`config.mk`:
```
export PLATFORM = sky130hd
export DESIGN_NAME = sram_stream_reader
export DESIGN_NICKNAME = d
export VERILOG_FILES = /design/src/rtl/sram_pkg.sv /design/src/rtl/sram_rd_fifo.sv /design/src/rtl/sram_stream_reader.sv
export SDC_FILE = /design/constraint.sdc
export NUM_CORES = 1
export LEC_CHECK = 0
export CAP_MARGIN = 20
export CORE_ASPECT_RATIO = 1.4
export CORE_UTILIZATION = 50
export CTS_BUF_LIST = sky130_fd_sc_hd__clkbuf_4 sky130_fd_sc_hd__clkbuf_8
export DETAILED_ROUTE_END_ITERATION = 16
export PLACE_DENSITY = 0.84
export SETUP_SLACK_MARGIN = 0.2
export SYNTH_ARGS = -nofsm -noshare
export SYNTH_HDL_FRONTEND = slang
export SYNTH_SLANG_ARGS = --single-unit
```
`constraint.sdc`:
```
create_clock -name clk -period 2.3 [get_ports clk]
set_input_delay 0.69 -clock clk [delete_from_list [all_inputs] [get_ports clk]]
set_output_delay 0.69 -clock clk [all_outputs]
set_load 0.03 [all_outputs]
```
`src/rtl/sram_pkg.sv`:
```
// Shared constants and the read-master state encoding for the SRAM 1R port.
package sram_pkg;

  localparam int SRAM_DATA_WIDTH = 32;
  localparam int SRAM_ADDR_WIDTH = 8;
  localparam int SRAM_DEPTH      = 1 << SRAM_ADDR_WIDTH;

  typedef enum logic [1:0] {
    IDLE,
    RUN,
    FINISH
  } rd_state_t;

endpackage

```
`src/rtl/sram_rd_fifo.sv`:
```
// Small circular output buffer for returned SRAM words. The head entry drives
// the stream directly; storage clears on reset so the head reads zero.
module sram_rd_fifo #(
  parameter int DATA_WIDTH = 32,
  parameter int DEPTH      = 3
) (
  input  logic                          clk_i,
  input  logic                          rst_ni,
  input  logic                          push_i,
  input  logic [DATA_WIDTH-1:0]         data_i,
  input  logic                          pop_i,
  output logic [$clog2(DEPTH+1)-1:0]    count_o,
  output logic [DATA_WIDTH-1:0]         data_o,
  output logic                          valid_o
);

  localparam int PW = (DEPTH > 1) ? $clog2(DEPTH) : 1;
  localparam int CW = $clog2(DEPTH+1);

  logic [DATA_WIDTH-1:0] mem_q [DEPTH];
  logic [PW-1:0]         wr_q, rd_q;
  logic [CW-1:0]         count_q;
  logic                  push_ok, pop_ok;

  function automatic logic [PW-1:0] inc_ptr(input logic [PW-1:0] p);
    return (p == PW'(DEPTH-1)) ? '0 : p + 1'b1;
  endfunction

  // Guard pointers: pushes into a full buffer and pops from an empty one are dropped.
  always_comb begin
    push_ok = push_i && (count_q != CW'(DEPTH));
    pop_ok  = pop_i && (count_q != '0);
  end

  // Storage, pointers and occupancy; simultaneous push and pop keeps the count.
  always_ff @(posedge clk_i or negedge rst_ni) begin
    if (!rst_ni) begin
      for (int i = 0; i < DEPTH; i++) mem_q[i] <= '0;
      wr_q    <= '0;
      rd_q    <= '0;
      count_q <= '0;
    end else begin
      if (push_ok) begin
        mem_q[wr_q] <= data_i;
        wr_q        <= inc_ptr(wr_q);
      end
      if (pop_ok) rd_q <= inc_ptr(rd_q);
      case ({push_ok, pop_ok})
        2'b10:   count_q <= count_q + CW'(1);
        2'b01:   count_q <= count_q - CW'(1);
        default: count_q <= count_q;
      endcase
    end
  end

  // Head of the buffer is presented as the stream word.
  always_comb begin
    data_o  = mem_q[rd_q];
    valid_o = (count_q != '0);
    count_o = count_q;
  end

endmodule

```
`src/rtl/sram_stream_reader.sv`:
```
// Burst read master for the SRAM 1R port. Issues sequential reads only when
// the output buffer has room for every word already requested, then streams
// the returned data out through a valid/ready interface.
module sram_stream_reader
  import sram_pkg::*;
#(
  parameter int DATA_WIDTH = SRAM_DATA_WIDTH,
  parameter int ADDR_WIDTH = SRAM_ADDR_WIDTH,
  parameter int FIFO_DEPTH = 3
) (
  input  logic                  clk,
  input  logic                  rst_n,
  input  logic                  start,
  input  logic [ADDR_WIDTH-1:0] base_addr,
  input  logic [ADDR_WIDTH:0]   num_words,
  output logic                  busy,
  output logic                  done,
  output logic                  re,
  output logic [ADDR_WIDTH-1:0] radr,
  input  logic [DATA_WIDTH-1:0] q,
  output logic [DATA_WIDTH-1:0] out_data,
  output logic                  out_valid,
  input  logic                  out_ready
);

  localparam int CW = $clog2(FIFO_DEPTH+1);

  rd_state_t             state_q, state_d;
  logic [ADDR_WIDTH-1:0] base_q, base_d;
  logic [ADDR_WIDTH:0]   num_q, num_d;
  logic [ADDR_WIDTH:0]   issued_q, issued_d;
  logic [ADDR_WIDTH:0]   popped_q, popped_d;
  logic                  inflight_q;
  logic [CW-1:0]         fifo_count;
  logic                  credit_ok, pop;

  // Issue a read only from registered state: RUN, words left, and buffer credit.
  always_comb begin
    credit_ok = (32'(fifo_count) + 32'(inflight_q)) < FIFO_DEPTH;
    re        = (state_q == RUN) && (issued_q < num_q) && credit_ok;
    radr      = base_q + issued_q[ADDR_WIDTH-1:0];
    pop       = out_valid && out_ready;
    busy      = (state_q != IDLE);
    done      = (state_q == FINISH);
  end

  // Next-state and counter updates for the IDLE -> RUN -> FINISH sequence.
  always_comb begin
    state_d  = state_q;
    base_d   = base_q;
    num_d    = num_q;
    issued_d = issued_q + {{ADDR_WIDTH{1'b0}}, re};
    popped_d = popped_q + {{ADDR_WIDTH{1'b0}}, pop};
    case (state_q)
      IDLE: begin
        if (start) begin
          if (num_words != '0) begin
            base_d   = base_addr;
            num_d    = num_words;
            issued_d = '0;
            popped_d = '0;
            state_d  = RUN;
          end else begin
            state_d = FINISH;
          end
        end
      end
      RUN:     if (popped_q == num_q) state_d = FINISH;
      FINISH:  state_d = IDLE;
      default: state_d = IDLE;
    endcase
  end

  // Control registers; the in-flight flag marks that q carries a word next cycle.
  always_ff @(posedge clk or negedge rst_n) begin
    if (!rst_n) begin
      state_q    <= IDLE;
      base_q     <= '0;
      num_q      <= '0;
      issued_q   <= '0;
      popped_q   <= '0;
      inflight_q <= 1'b0;
    end else begin
      state_q    <= state_d;
      base_q     <= base_d;
      num_q      <= num_d;
      issued_q   <= issued_d;
      popped_q   <= popped_d;
      inflight_q <= re;
    end
  end

  sram_rd_fifo #(
    .DATA_WIDTH (DATA_WIDTH),
    .DEPTH      (FIFO_DEPTH)
  ) u_fifo (
    .clk_i   (clk),
    .rst_ni  (rst_n),
    .push_i  (inflight_q),
    .data_i  (q),
    .pop_i   (pop),
    .count_o (fifo_count),
    .data_o  (out_data),
    .valid_o (out_valid)
  );

endmodule
```
==> results of run 1 <==
## power by group
| group | switching [µW] | total [µW] | internal [µW] |
|---|---|---|---|
| Clock | 883 | 1760 | 880 |
| Sequential | 937 | 4620 | 3680 |
| Combinational | 4960 | 10600 | 5660 |
| Total | 6780 | 17000 | 10200 |
## layout by cell type, fill, tap and decap left out, types with 5 or more instances in the layout
cell type	instances
dfrtp_1	133
inv_1	13
clkbuf_8	21
nand2_1	33
nor3_1	5
inv_2	5
mux2_4	30
nor2b_1	5
dfrtp_2	7
nand2_4	6
ha_1	10
nor2_1	21
clkinv_2	5
o21ai_2	29
xnor2_1	16
xnor2_2	5
ha_4	9
mux2_2	83
mux2i_1	12
xor2_1	10
nand3_1	8
buf_6	55
clkdlybuf4s50_1	51
buf_12	10
nand2_2	7
buf_16	6
mux2i_2	18
buf_4	47
## critical path, cell delays in order, from the launching register on
cell	delay, ns
dfrtp_1	0.38
ha_2	0.20
ha_4	0.16
or4_1	0.42
a221o_1	0.32
a31oi_4	0.19
buf_6	0.16
## registers in the layout (all words and copies together) (netlist names)
register        flops
u_fifo.mem_q       96
issued_q            9
num_q               9
popped_q            9
base_q              8
state_q             2
u_fifo.count_o      2
u_fifo.rd_q         2
u_fifo.wr_q         2
inflight_q          1
## cell families after synthesis
| logic type | after synthesis | share of synthesized area, % |
|---|---|---|
| multiplexers | 145 | 24.9 |
| flip-flops | 140 | 51.1 |
| AND/OR/NAND/NOR | 110 | 7.43 |
| AO/OA/AOI/OAI | 55 | 4.84 |
| buffers and inverters | 44 | 3.43 |
| XOR/XNOR | 31 | 3.96 |
| adder cells (fa/ha/maj) | 23 | 4.31 |
## path summary, 6_finish.rpt
kind,start,end,slack [ns],cells past startpoint
min in group clk,u_fifo.mem_q[79],u_fifo.mem_q[79],0.51,1
worst max-delay path,u_fifo.count_o[0],re,-0.66,6
max in group asynchronous,rst_n,issued_q[1],1.52,2
worst min register to register,u_fifo.mem_q[79],u_fifo.mem_q[79],0.51,1
worst min-delay path,rst_n,u_fifo.mem_q[33],0.10,1
worst max register to register,u_fifo.count_o[0],issued_q[4],-0.53,15
## routing by layer
layer  global-route usage, %  share of wire (%)  wire length [µm]
met5                       0                  0                 0
met4                    10.7                1.8               303
met3                    6.09                3.8               653
met2                    46.8                 56              9640
met1                    26.5                 38              6610
## timing repair
| action | CTS | global route |
|---|---|---|
| pin swaps | 15 | 17 |
| setup endpoints to repair | 53 | 51 |
| hold buffers | 0 | 0 |
| setup buffers | 15 | 6 |
| resized for setup | 117 | 40 |
| gates cloned | 6 | 1 |
## through the flow
step / hold slack, ns / util (%) / power [µW]
3_3_place_gp: 0.486 / 63.7 / 12700
2_1_floorplan: 0.394 / - / 10200
5_1_grt: 0.0865 / 72.7 / 17900
4_1_cts: 0.0750 / 70.9 / 16300
6_report: 0.104 / 72.7 / 17000
3_5_place_dp: 0.493 / 63.7 / 13100
## layout make-up
class	count	area (µm²)	share of cell area, %
multi-input cells	364	3660	37.6
repair buffers	175	1920	19.7
clock inverters	7	40.0	0.411
well taps	182	228	2.34
clock buffers	24	312	3.20
inverters	18	67.6	0.694
flip-flops and latches	140	3510	36.1
==> results.ini, run 1 <==
[synthesis]
synth_cells = 548
yosysTopAreaCell = dfrtp_1
yosys.area.top_type_share_pct = 51.1
synth_edf_count = 0
yosysMostFrequentCell = dfrtp_1
synth_nets = 624
ys_seq_elements = 140
synthFlopType = dfrtp_1
synth_common_cells = 140 x dfrtp_1, 83 x mux2_2, 46 x nand2_1
syn_area_per_cell_um2 = 12.5
yosysWarnings = 0
async_flop_share_pct = 100
synthTopCellsByArea = dfrtp_1 51%, mux2_2 14%, mux2_4 6.6%, mux2i_1 4.7%, ha_1 4.0%
synth_area_um2 = 6850
ys_types = 45
seq_area_frac_synth_pct = 51.1

[outcome]
violations = setup timing
status = complete, but fails checks

[global_routing]
grt_pass1_wl_um = 26800
grtUsageTotal_pct = 25.1
grt_pass1_vias = 5434
grt_overflow = 0
antenna_found_initial = 0
grt_max_degree = 53

[sta]
finalSetupViolations = 47
drv_slew = 0
slew_headroom_pct = 67.9
finClkSkew_ns = 0.00569
rsz0062_at_grt = yes
worst_slack_ns = -0.659
fin_crit_sh_pct = 129
tightest_slew_ns = 0.481
fmax_mhz = 338
tns_ns = -9.09
hold_viol_final = 0
finalCriticalPeriod_ns = 2.96

[power_and_ir_drop]
max-vdd-ir-drop_v = 0.00141
p_leak_uw = 0.00434
powerDensity_nw_per_um2 = 1750

[floorplanning]
initial_core_util_pct = 51.2
ios = 97
die_w_um = 101
dieArea_um2 = 14200
die_h_um = 141
core-area_um2 = 13400
rows = 50

[route]
wl_per_cell_um = 18.9
detail-route-antenna-nets = 0
drc = 0
wirelength_um = 17200
drtIter0Drc = 173
vias = 4955
avgViaCountPerCell = 5.45
drt_pass1_iterations = 4

[worst_setup_path]
cp-start-kind = flop
worstPathRequired_ns = 1.61
crit_arrival_ns = 2.27
worstPathMaxFanout = 2
end_kind = output port
crit_type = reg -> out

[finish]
final_cells = 910
stdcell_area_um2 = 9730
fin_nets = 792
drive_above_1_share_pct = 51.9
nFillCells = 873
diodes = 0
area_growth_pct = 42.1

[placed_design]
gp_congestion = 0.839
dpl_worst_slack_ns = -0.157
numPortBuffers = 96
placed_cell_area_um2 = 8530
place_inst = 851
hpwl_um = 10600

[clock_tree]
insertion_delay_ns = 0.44
clk_path_buf_depth = 2
htree_num_levels = 4
numCtsBuffers = 17
root_buffer = clkbuf_8
clkTransAtPathRegs_ns = 0.07
cts_tree = done
clock-sinks = 140

[run]
cap_viol_max_count = 0

[worst_hold_path]
hold_class = in -> async

No activity file was read; power rests on OpenSTA's default activity.
==> inputs of run 2 (changes only) <==
--- a/config.mk
+++ b/config.mk
@@ -10,6 +10,7 @@
 export CORE_UTILIZATION = 50
 export CTS_BUF_LIST = sky130_fd_sc_hd__clkbuf_4 sky130_fd_sc_hd__clkbuf_8
 export DETAILED_ROUTE_END_ITERATION = 16
+export GPL_TIMING_DRIVEN = 0
 export PLACE_DENSITY = 0.84
 export SETUP_SLACK_MARGIN = 0.2
 export SYNTH_ARGS = -nofsm -noshare
==> run 2 against run 1 <==
Compared with the run above: the run still ends with setup timing left; clock power is 25% higher; core utilization grew 1.4 points; sequential cell count unchanged; wire length is 4.2% higher; first-iteration DRC count fell by 26%; sequential power increased by 2%; highest routed layer unchanged.
==> results.ini, run 2 (synthesis results as in run 1) <==
[sta]
fin_crit_sh_pct = 129  ; about the same
fmax_mhz = 338  ; about the same
finalCriticalPeriod_ns = 2.96  ; +0.000979 ns
finalSetupViolations = 49  ; +4.3%
worst_slack_ns = -0.660  ; -0.000979 ns
tns_ns = -14.99  ; -5.90 ns
rsz0062_at_grt = yes
finClkSkew_ns = 0.0137  ; +0.00802 ns
hold_viol_final = 0  ; unchanged
slew_headroom_pct = 66.8  ; -1.1 points
tightest_slew_ns = 0.498  ; +0.0166 ns
drv_slew = 0  ; unchanged

[power_and_ir_drop]
clockPowerShare_pct = 12.6  ; +2.2 points
sequentialPowerShare_pct = 26.9  ; -0.3 points
switching_power_uw = 7000  ; +3.3%
swShare_pct = 40.0  ; +0.068 points
p_leak_uw = 0.00454  ; +4.6%
total_power_uw = 17500  ; +3.1%
max-vdd-ir-drop_v = 0.00175  ; +24%
combPwrFrac_pct = 60.5  ; -2.0 points
internal_power_uw = 10500  ; +3.0%
powerDensity_nw_per_um2 = 1770  ; +1.2%

[worst_setup_path]
worstPathRequired_ns = 1.61  ; about the same
r2r_end = issued_q[8]
crit_type = reg -> out
cp_slowest_stage_delay_ns = 0.43  ; about the same
worst-path-stages = 6  ; unchanged
end_kind = output port
crit_family = compound AO/OA/AOI/OAI gates
cp-start-kind = flop
crit_arrival_ns = 2.27  ; about the same
worstPathMaxFanout = 2  ; unchanged
cpMaxStageDelayCell = dfrtp_2
r2r_setup_slack_ns = -0.61  ; -0.08 ns
rr_worst_depth = 15  ; unchanged
cpMostUsedCell = ha_4
crit_buf_inv = 1  ; unchanged
reg2reg_from = u_fifo.count_o[0]
path_cells = ha_4, ha_4, or4_1, a221o_1, a31oi_4, buf_6

[global_routing]
grt_use_met3_pct = 6.34  ; +0.25 points
grt_use_met1_pct = 27.7  ; +1.3 points
antenna_found_initial = 0  ; unchanged
grtUsageTotal_pct = 25.3  ; +0.18 points
grt_overflow = 0  ; unchanged
grt_max_degree = 99  ; +87%
grt_pass1_vias = 5285  ; -2.7%
grt_most_used_layer = met2
grt_pass1_wl_um = 27000  ; +0.72%
use_met2_pct = 45.7  ; -1.1 points

[floorplanning]
die_h_um = 141  ; unchanged
die_w_um = 101  ; unchanged
initial_core_util_pct = 51.2  ; unchanged
rows = 50  ; unchanged
core-area_um2 = 13400  ; unchanged
dieArea_um2 = 14200  ; unchanged
ios = 97  ; unchanged

[route]
wirelength_um = 17900  ; +4.2%
wl_per_cell_um = 19.8  ; +4.6%
drtIter0Drc = 128  ; -26%
drc = 0  ; unchanged
avgViaCountPerCell = 5.43  ; -0.31%
drt_pass1_iterations = 4  ; unchanged
vias = 4918  ; -0.75%
detail-route-antenna-nets = 0  ; unchanged

[clock_tree]
cts_tree = done
htree_num_levels = 4  ; unchanged
insertion_delay_ns = 0.46  ; +0.02 ns
clock-sinks = 140  ; unchanged
root_buffer = clkbuf_8
clkTransAtPathRegs_ns = 0.08  ; about the same
hold_buffers = 0  ; unchanged
numCtsBuffers = 17  ; unchanged
clk_path_buf_depth = 2  ; unchanged

[placed_design]
placed_cell_area_um2 = 8330  ; -2.3%
numPortBuffers = 96  ; unchanged
place_inst = 827  ; -2.8%
gp_congestion = 0.812  ; -3.2%
hpwl_um = 10900  ; +2.4%

[run]
cap_viol_max_count = 0  ; unchanged

[finish]
stdcell_area_um2 = 9920  ; +1.9%
most-common-layout-cells = 134 x dfrtp_1, 83 x mux2_2, 67 x buf_6, 51 x clkdlybuf4s50_1
drive_above_1_share_pct = 51.2  ; -0.68 points
top_register = u_fifo.mem_q
seq_area_um2 = 3510  ; about the same
layout_commonest_cell = dfrtp_1
final_cells = 906  ; -0.44%
area_growth_pct = 44.8
fin_nets = 787  ; -0.63%
nFillCells = 853  ; -2.3%
multi_input_area_um2 = 3750  ; +2.4%
largest_reg_flops = 96  ; unchanged
diodes = 0  ; unchanged

[outcome]
violations = setup timing
status = complete, but fails checks

[worst_hold_path]
hold_class = in -> async

[run 2: changes by cell type in the layout (fill, tap and decap cells not counted), moves of 6 or more]
cell / delta
nand2_4: +19
mux2i_2: -17
buf_4: -25
nand2_1: -15
mux2i_1: +18
clkbuf_16: +6
buf_6: +12
[run 2: how the worst max path moves through the flow]
| stage | startpoint | to | slack [ns] |
|---|---|---|---|
| finish | u_fifo.count_o[0] | re | -0.66 |
| global route | inflight_q | re | -0.73 |
| CTS | u_fifo.count_o[0] | re | -0.67 |
| detailed placement | u_fifo.rd_q[1] | out_data[16] | -0.89 |
| global placement | rst_n | issued_q[1] | -5.17 |
| floorplan | u_fifo.count_o[0] | issued_q[8] | -0.24 |
[run 2: repair_timing]
item / in CTS / in global routing
pin swaps: 25 / 35
setup endpoints to repair: 67 / 97
resized for setup: 395 / 75
endpoints found under the hold margin: 0 / 0
gates cloned: 3 / 1
buffers inserted: 25 / 19
[run 2: routing by layer]
metal | up-vias | part of all wire [%]
li1 | 2243 | -
met1 | 2488 | 38
met2 | 140 | 55
met3 | 47 | 4.2
met4 | 0 | 2.8
met5 | - | 0
[run 2: area by class of cell]
| cell class | instances | area share (%) |
|---|---|---|
| Clock inverter | 12 | 1.70 |
| Inverter | 18 | 0.681 |
| Timing Repair Buffer | 145 | 16.1 |
| Tap cell | 182 | 2.30 |
| Buffer | 25 | 3.41 |
| Clock buffer | 20 | 2.71 |
| Multi-Input combinational cell | 364 | 37.8 |
| Sequential cell | 140 | 35.4 |
[run 2: power by group through the flow]
stage / registers (µW) / clock network, µW / logic, µW
after floorplan: 4270 / 0 / 5920
after global placement: 4440 / 0 / 8020
after detailed placement: 4540 / 0 / 8280
after CTS: 4560 / 2230 / 9490
after global routing: 4830 / 2360 / 11200
final: 4720 / 2200 / 10600
[run 2: per-stage QoR]
step                      setup WS [ns]  hold WS [ns]  utilization (%)
after floorplan                  -0.236         0.394                -
after global placement            -5.17         0.486             62.0
after detailed placement         -0.886         0.493             62.3
after CTS                        -0.667         0.138             70.4
after global routing             -0.734         0.138             74.1
final                            -0.660         0.140             74.1
==> inputs of run 3 (changes only) <==
--- a/config.mk
+++ b/config.mk
@@ -10,9 +10,12 @@
 export CORE_UTILIZATION = 50
 export CTS_BUF_LIST = sky130_fd_sc_hd__clkbuf_4 sky130_fd_sc_hd__clkbuf_8
 export DETAILED_ROUTE_END_ITERATION = 16
+export GPL_ROUTABILITY_DRIVEN = 0
 export GPL_TIMING_DRIVEN = 0
+export MAX_ROUTING_LAYER = met4
 export PLACE_DENSITY = 0.84
 export SETUP_SLACK_MARGIN = 0.2
 export SYNTH_ARGS = -nofsm -noshare
 export SYNTH_HDL_FRONTEND = slang
 export SYNTH_SLANG_ARGS = --single-unit
+export TNS_END_PERCENT = 5
==> run 3 against run 2 <==
Compared with the run above: the run still ends with setup timing left; sequential cell count stayed put; clock skew is 0.0032 ns lower; critical path type unchanged; largest power group unchanged; total power is 15% lower; clock-buffer cell count stayed put; core utilization is 7.9 points lower; die area stayed put; sequential power is 4% lower; cell count is 3.9% lower; highest routed layer unchanged; hold slack better by 0.0029 ns; critical endpoint unchanged; maximum frequency is 0.51% higher; critical path depth stayed put.
==> results.ini, run 3 (synthesis results as in run 1) <==
[sta]
slew_headroom_pct = 66.7  ; -0.087 points
hold_viol_final = 0  ; unchanged
finalCriticalPeriod_ns = 2.94  ; -0.0149 ns
drv_slew = 0  ; unchanged
fmax_mhz = 340  ; +0.51%
tightest_slew_ns = 0.499  ; +0.00130 ns
finClkSkew_ns = 0.0105  ; -0.00323 ns
finalSetupViolations = 47  ; -4.1%
rsz0062_at_grt = yes
worst_slack_ns = -0.645  ; +0.0149 ns
fin_crit_sh_pct = 128  ; -0.65 points

[clock_tree]
htree_num_levels = 4  ; unchanged
cts_tree = done
clkTransAtPathRegs_ns = 0.08  ; about the same
root_buffer = clkbuf_8
insertion_delay_ns = 0.45  ; about the same
numCtsBuffers = 17  ; unchanged
clk_path_buf_depth = 2  ; unchanged
hold_buffers = 0  ; unchanged
clock-sinks = 140  ; unchanged

[route]
vias = 4740  ; -3.6%
wl_per_cell_um = 18.2  ; -8.2%
avgViaCountPerCell = 5.44  ; +0.25%
drt_pass1_iterations = 4  ; unchanged
drc = 0  ; unchanged
detail-route-antenna-nets = 0  ; unchanged
wirelength_um = 15800  ; -12%
drtIter0Drc = 179  ; +40%

[placed_design]
hpwl_um = 10800  ; -0.58%
place_inst = 827  ; unchanged
numPortBuffers = 96  ; unchanged

[worst_setup_path]
crit_arrival_ns = 2.25  ; -0.02 ns
end_kind = output port
worstPathMaxFanout = 2  ; unchanged
cp_slowest_stage_delay_ns = 0.43  ; about the same
worstPathRequired_ns = 1.61  ; about the same
cpMostUsedCell = ha_4
crit_type = reg -> out
path_cells = ha_4, ha_4, or4_1, a221o_1, a31oi_4, buf_6
cp-start-kind = flop
cpMaxStageDelayCell = dfrtp_2

[floorplanning]
core-area_um2 = 13400  ; unchanged
dieArea_um2 = 14200  ; unchanged
die_w_um = 101  ; unchanged
ios = 97  ; unchanged
initial_core_util_pct = 51.2  ; unchanged
die_h_um = 141  ; unchanged
rows = 50  ; unchanged

[power_and_ir_drop]
powerDensity_nw_per_um2 = 1680  ; -5.1%
total_power_uw = 14900  ; -15%
p_leak_uw = 0.00394  ; -13%
max-vdd-ir-drop_v = 0.00170  ; -2.6%

[finish]
drive_above_1_share_pct = 38.6  ; -13 points
area_growth_pct = 29.5
diodes = 0  ; unchanged
fin_nets = 753  ; -4.3%
top_register = u_fifo.mem_q
final_cells = 871  ; -3.9%
largest_reg_flops = 96  ; unchanged
layout_commonest_cell = dfrtp_1
final_core_util_pct = 66.3  ; -7.9 points
most-common-layout-cells = 134 x dfrtp_1, 83 x mux2_2, 51 x clkdlybuf4s50_1, 44 x nand2_1, 36 x buf_4

[outcome]
status = complete, but fails checks
violations = setup timing

[global_routing]
grtUsageTotal_pct = 24.4  ; -0.91 points
grt_overflow = 0  ; unchanged
grt_max_degree = 99  ; unchanged
grt_pass1_wl_um = 25500  ; -5.7%
grt_pass1_vias = 5195  ; -1.7%
antenna_found_initial = 0  ; unchanged

[worst_hold_path]
hold_class = in -> async

[run]
cap_viol_max_count = 0  ; unchanged

==> run 3: through the flow <==
| stage | hold WS (ns) | cell area (µm²) | setup slack, ns | setup TNS (ns) |
|---|---|---|---|---|
| floorplan | 0.394 | 6900 | -0.236 | -5.25 |
| global placement | 0.486 | 8090 | -4.72 | -692.98 |
| detailed placement | 0.495 | 8110 | -0.819 | -35.62 |
| CTS | 0.138 | 8770 | -0.659 | -14.67 |
| global route | 0.154 | 8870 | -0.731 | -14.13 |
| finish | 0.143 | 8870 | -0.645 | -10.22 |
==> run 3: timing repair <==
action,in CTS,in global routing
endpoints found under the setup margin,68,97
resized for setup,238,99
buffers inserted,11,2
pin swaps,5,9
==> run 3: area by class of cell <==
cell class / count / area, µm²
Buffer: 26 / 268
Clock buffer: 20 / 269
Clock inverter: 11 / 144
Fill cell: 1021 / 4520
Inverter: 18 / 67.6
Multi-Input combinational cell: 364 / 3330
Sequential cell: 140 / 3510
Tap cell: 182 / 228
Timing Repair Buffer: 110 / 1050
==> run 3: metal layers <==
metal	track usage [%]	up-vias	share of wire, %
li1	-	2169	-
met1	26.3	2427	40
met2	42.9	120	54
met3	5.24	24	4.1
met4	10.1	0	1.9
met5	-	-	0
==> run 3: worst paths after layout <==
check,startpoint,slack [ns],endpoint,depth (start not counted)
max in group asynchronous,rst_n,1.29,issued_q[0],2
max reg2reg,u_fifo.count_o[0],-0.27,issued_q[8],11
min,rst_n,0.14,u_fifo.mem_q[38],1
max,u_fifo.count_o[0],-0.64,re,6
min reg2reg,u_fifo.mem_q[79],0.51,u_fifo.mem_q[79],1
min in group clk,u_fifo.mem_q[79],0.51,u_fifo.mem_q[79],1
==> run 3: worst max-delay path, delay by kind of cell, from the launching register on <==
kind / cells / cell delay [ns]
AOI/OAI and AO/OA: 2 / 0.50
adders and majority gates: 2 / 0.32
buffers and inverters: 1 / 0.16
DFF: 1 / 0.43
and+or+nand+nor: 1 / 0.39
==> run 3: power breakdown <==
| group | switching [µW] | internal, µW |
|---|---|---|
| clock | 944 | 1130 |
| combinational | 4190 | 4050 |
| sequential | 876 | 3680 |
| total | 6010 | 8860 |
==> variant 1: new RTL, flow settings as in run 1 <==
Encoding of `rd_state_t`: now one-hot (3 bits for 3 states).
--- a/src/rtl/sram_pkg.sv
+++ b/src/rtl/sram_pkg.sv
@@ -7,6 +7,6 @@
 
-  typedef enum logic [1:0] {
-    IDLE,
-    RUN,
-    FINISH
+  typedef enum logic [2:0] {
+    IDLE   = 3'b001,
+    RUN    = 3'b010,
+    FINISH = 3'b100
   } rd_state_t;
Formal check against the unedited RTL: same outputs for any inputs over 4 cycles, from zero or initial values and one cycle with rst_n low; so few cycles prove little.
==> variant 1 against run 1 <==
The flow still finishes with violations (negative setup slack); cell count fell by 0.77%; register-to-register slack better by 0.19 ns; routed wire length grew 1.5%; total power fell by 15%; non-clock buffer count decreased by 16; sequential cell count increased by 1; setup slack got worse by 0.20 ns; design area fell by 1.7%; synthesized cell count is 2.2% higher; combinational power shrank 26%; area after synthesis shrank 1.7%; critical path type unchanged; largest power group unchanged; highest routed layer unchanged.
==> variant 1: results (changes against run 1) <==
| Metric | Value |
|---|---|
| Gr usage total | 25.8% (+0.65 points) |
| Clock tree buffer depth | 2 (unchanged) |
| Worst path top cell family by delay | simple AND/OR/NAND/NOR gates |
| Register-to-register setup slack | -0.34 ns (+0.19 ns) |
| Grt met1 use | 27.9% (+1.5 points) |
| P_sw | 5790 uW (-15%) |
| PortBufs | 96 (unchanged) |
| Cell Area, Placed | 8280 um2 (-3.0%) |
| Worst r2r dst | issued_q[8]$_DFF_PN0_ |
| Layout cells sized above 1 | 48.4% (-3.5 points) |
| Fin nets | 789 (-0.38%) |
| VDD IR max | 0.932 mV (-34%) |
| Slowest CP cell | or4b_1 |
| Synth Area in XOR/XNOR | 4.03% (+0.068 points) |
| Hpwl dp | 10.5 mm (-1.1%) |
| Synth Area in Compound Gates | 4.98% (+0.14 points) |
| Clock root cell | clkbuf_8 |
| Leakage | 0.00424 uW (-2.4%) |
| Synth cell count leaders | dfrtp_1, mux2_2, nand2_1, o21ai_0, mux2i_1 |
| Status | complete, but fails checks |
| Met3 Use GR | 5.02% (-1.1 points) |
| Clock power frac | 14.1% (+3.7 points) |
| DR vias | 4,979 (+0.48%) |
| Critical path origin | base_q[0]$_DFFE_PN0P_ |
| Area contributors post-synth | dfrtp_1, mux2_2, mux2i_1 |
| Sequential area share after synthesis | 52.4% (+1.3 points) |
| Unique cell type count in the Yosys netlist | 43 (-4.4%) |
| Met2 wire length | 9.74 mm (+1.0%) |
| Post-Place Worst Slack | -0.405 ns (-0.248 ns) |
| Seq. pwr | 4490 uW (-3%) |
| Largest stage delay, worst path | 0.47 ns (+0.05 ns) |
| Worst setup margin | -0.863 ns (-0.204 ns) |
| Clock Latency Late Sink | 0.44 ns (about the same) |
| Slew at the pin with the worst max-slew slack | 0.493 ns (+0.0116 ns) |
| Met3 wire len | 715 um (+9.5%) |
| First-pass GRT wire length | 27.4 mm (+2.1%) |
| Synthesized Nets | 636 (+1.9%) |
| Number of global-route vias before repair | 5,455 (+0.39%) |
| Setup violators final | 48 (+2.1%) |
| Worst reg2reg path startpoint | issued_q[3]$_DFF_PN0_ |
| Failing checks | negative setup slack |
| Routed length per instance | 19.3 um (+2.3%) |
| Met2 usage | 47.3% (+0.58 points) |
| Tightest hold margin | 0.132 ns (+0.0280 ns) |
| Proportion of synthesized area in mux cells | 22.4% (-2.5 points) |
| Crit path capture | radr[6] |
| Fraction of power spent switching nets | 40.2% (+0.29 points) |
| Routed length on met1 | 6.41 mm (-3.0%) |
| Largest net degree at the start of global routing | 49 (-7.5%) |
| DRT iter0 DRCs | 189 (+9.2%) |
-- variant 1: cell types whose count changed in the layout (fill, tap and decap cells not counted), sizes merged, moves of 4 or more --
cell / before / now
buf: 123 / 108
mux2: 113 / 105
nand2: 46 / 57
nand4: 3 / 7
nor3: 7 / 2
o21ai: 35 / 44
xnor2: 21 / 17
xor2: 10 / 14
-- variant 1: final cells by class --
class                   instances  area, um2
fillers                       800       3430
repair buffers                159       1730
clock inverters                 9        109
clock buffers                  22        303
well taps                     178        223
inverters                      17       63.8
multi-input cells             377       3610
flip-flops and latches        141       3530
-- variant 1: what timing repair did --
item	CTS	global route
gates resized for setup	139	50
gates cloned	5	0
endpoints found under the setup margin	52	51
hold endpoints to repair	0	0
buffers inserted	11	6
pin swaps	25	8
hold buffers	0	0
-- variant 1: metrics by stage --
step,setup TNS [ns],std cells
after detailed placement,-2.76,850
after CTS,-7.66,897
after global placement,-1.50,850
final,-9.33,903
after global routing,-12.19,903
after floorplan,-0.421,560
==> variant 2: new RTL, config.mk and constraints of run 1 <==
Without the edit above. Change the parameter `FIFO_DEPTH` from 3 to 5.
--- a/src/rtl/sram_stream_reader.sv
+++ b/src/rtl/sram_stream_reader.sv
@@ -8,3 +8,3 @@
   parameter int ADDR_WIDTH = SRAM_ADDR_WIDTH,
-  parameter int FIFO_DEPTH = 3
+  parameter int FIFO_DEPTH = 5
 ) (
Formal check against the unedited RTL: not equivalent (a bounded check fails within 10 cycles, from zero or initial values and one cycle with rst_n low).
==> variant 2 against run 1 <==
The run still ends with negative setup slack left; total power increased by 28%; sequential cell count rose by 67; critical endpoint is now radr[7]; design area rose by 34%; routed wire length rose by 27%; area after synthesis up 44%; highest routed layer unchanged; via count rose by 34%; register-to-register slack better by 0.16 ns; sequential power increased by 39%; largest cell class is now flip-flops and latches; largest power group unchanged; global-route usage decreased by 3.4 points; critical path depth up 2; cell count increased by 32%; setup slack worse by 0.033 ns.
==> variant 2: results (changes against run 1) <==
| Metric | Value |
|---|---|
| Status | complete, but fails checks |
| Failing checks | negative setup slack |
| Fillers | 1,262 (+45%) |
| Setup TNS | -20.92 ns (-11.82 ns) |
| DR vias | 6,634 (+34%) |
| VDD IR max | 1.25 mV (-12%) |
| Worst r2r dst | issued_q[6]$_DFF_PN0_ |
| Clk_skew | 0.0183 ns (+0.0126 ns) |
| Worst setup margin | -0.692 ns (-0.0328 ns) |
| DRT Wirelength | 21.8 mm (+27%) |
| Clock Latency Late Sink | 0.55 ns (+0.11 ns) |
| Post-Place Worst Slack | -0.543 ns (-0.387 ns) |
| Clock tree buffer depth | 3 (+1) |
| Fin nets | 1,013 (+28%) |
| Synthesized Nets | 836 (+34%) |
| Critical path origin | issued_q[1]$_DFF_PN0_ |
| Unique cell type count in the Yosys netlist | 42 (-6.7%) |
| Synth Area in XOR/XNOR | 2.75% (-1.2 points) |
| First-pass GRT wire length | 34.8 mm (+30%) |
| Routed length per instance | 18.2 um (-3.9%) |
| FFs w/ async S/R, synth | 100% (unchanged) |
| Critical Path AT | 2.30 ns (+0.03 ns) |
| Combinational Power | 12,300 uW (+16%) |
| Slew at the pin with the worst max-slew slack | 0.469 ns (-0.0122 ns) |
| Largest net degree at the start of global routing | 55 (+3.8%) |
| Placer Congestion | 0.801 (-4.5%) |
| Syn Inst Count | 755 (+38%) |
| Initial antenna violation count | 1 (+1) |
| Clock root cell | clkbuf_8 |
| CTS buffer count | 31 (+14) |
| Cell Area, Placed | 11,700 um2 (+37%) |
| Tot Pwr | 21,700 uW (+28%) |
| DRT iter0 DRCs | 247 (+43%) |
| Worst reg2reg path startpoint | inflight_q$_DFF_PN0_ |
| Proportion of synthesized area in mux cells | 26.6% (+1.7 points) |
| Register-to-register setup slack | -0.37 ns (+0.16 ns) |
| Clock network power | 3020 uW (+72%) |
| Total placed cells including tap cells | 1,124 (+32%) |
| R2R cell count | 15 (unchanged) |
| Synth Area in Compound Gates | 4.10% (-0.74 points) |
| Area grow syn2layout | 32.1% |
| Fraction of power spent switching nets | 37.3% (-2.6 points) |
| Gr usage total | 21.7% (-3.4 points) |
| Layout cells sized above 1 | 52.7% (+0.81 points) |
| Number of global-route vias before repair | 6,971 (+28%) |
| Area contributors post-synth | dfrtp_1, mux2_2, mux4_2 |
| Setup violators final | 49 (+4.3%) |
| Post-synthesis adder-cell area fraction | 3.69% (-0.62 points) |
| Flip-flop count of the largest register after layout | 160 (+67%) |
| Worst-path clk slew | 0.06 ns |
| CP Max Fanout | 4 (+2) |
| Synth cell count leaders | dfrtp_1, mux2_2, inv_1, nand2_1, o21ai_0 |
| Leakage | 0.00568 uW (+31%) |
| Hpwl dp | 13.5 mm (+27%) |
| H-tree levels | 1 (-3) |
| Crit path capture | radr[7] |
| Sequential area share after synthesis | 52.4% (+1.2 points) |
[variant 2: changes by cell type in the layout (fill, tap and decap cells not counted), sizes merged, moves of 6 or more]
cell / change
buf: +6
mux2i: -31
mux2: +56
inv: +36
clkbuf: +28
dfrtp: +67
xor2: +8
xnor2: -8
o21ai: +18
nand2: +6
mux4: +32
[variant 2: what timing repair did]
item,CTS,global route
pin swaps,12,19
cloned,3,0
setup endpoints to repair,63,58
gates resized for setup,142,40
buffers inserted,10,10
[variant 2: metal layers]
metal,routed length [um],global-route usage [%],vias to the layer above,part of all wire (%)
li1,-,-,3005,-
met1,8460,26.0,3406,39
met2,11900,38.9,159,54
met3,729,2.98,64,3.3
met4,748,9.02,0,3.4
met5,0,0,-,0
[variant 2: worst min path at each step]
| stage | end | slack, ns | depth (start not counted) |
|---|---|---|---|
| final | u_fifo.mem_q[27]$_DFFE_PN0P_ | 0.1 | 1 |
| after global placement | state_q[1]$_DFFE_PN0P_ | 0.46 | 1 |
| after floorplan | base_q[0]$_DFFE_PN0P_ | 0.39 | 0 |
| after global routing | u_fifo.mem_q[27]$_DFFE_PN0P_ | 0.11 | 1 |
| after detailed placement | state_q[1]$_DFFE_PN0P_ | 0.46 | 1 |
| after CTS | u_fifo.mem_q[27]$_DFFE_PN0P_ | 0.09 | 1 |
[variant 2: worst max-delay path, cell delays in order (launching register included)]
cell and delay, ns:
dfrtp_2 0.41, buf_6 0.13, ha_4 0.20, a21o_1 0.18, nand4_1 0.08, nand4b_1 0.18
o31ai_4 0.29, xnor2_2 0.14, buf_6 0.15
[variant 2: final cells by class]
cell class	instances	area share, %
Sequential cell	207	39.7
Multi-Input combinational cell	457	36.4
Inverter	54	1.57
Clock inverter	1	0.0383
Clock buffer	52	4.81
Tap cell	248	2.37
Antenna cell	1	0.0192
Timing Repair Buffer	181	15.1
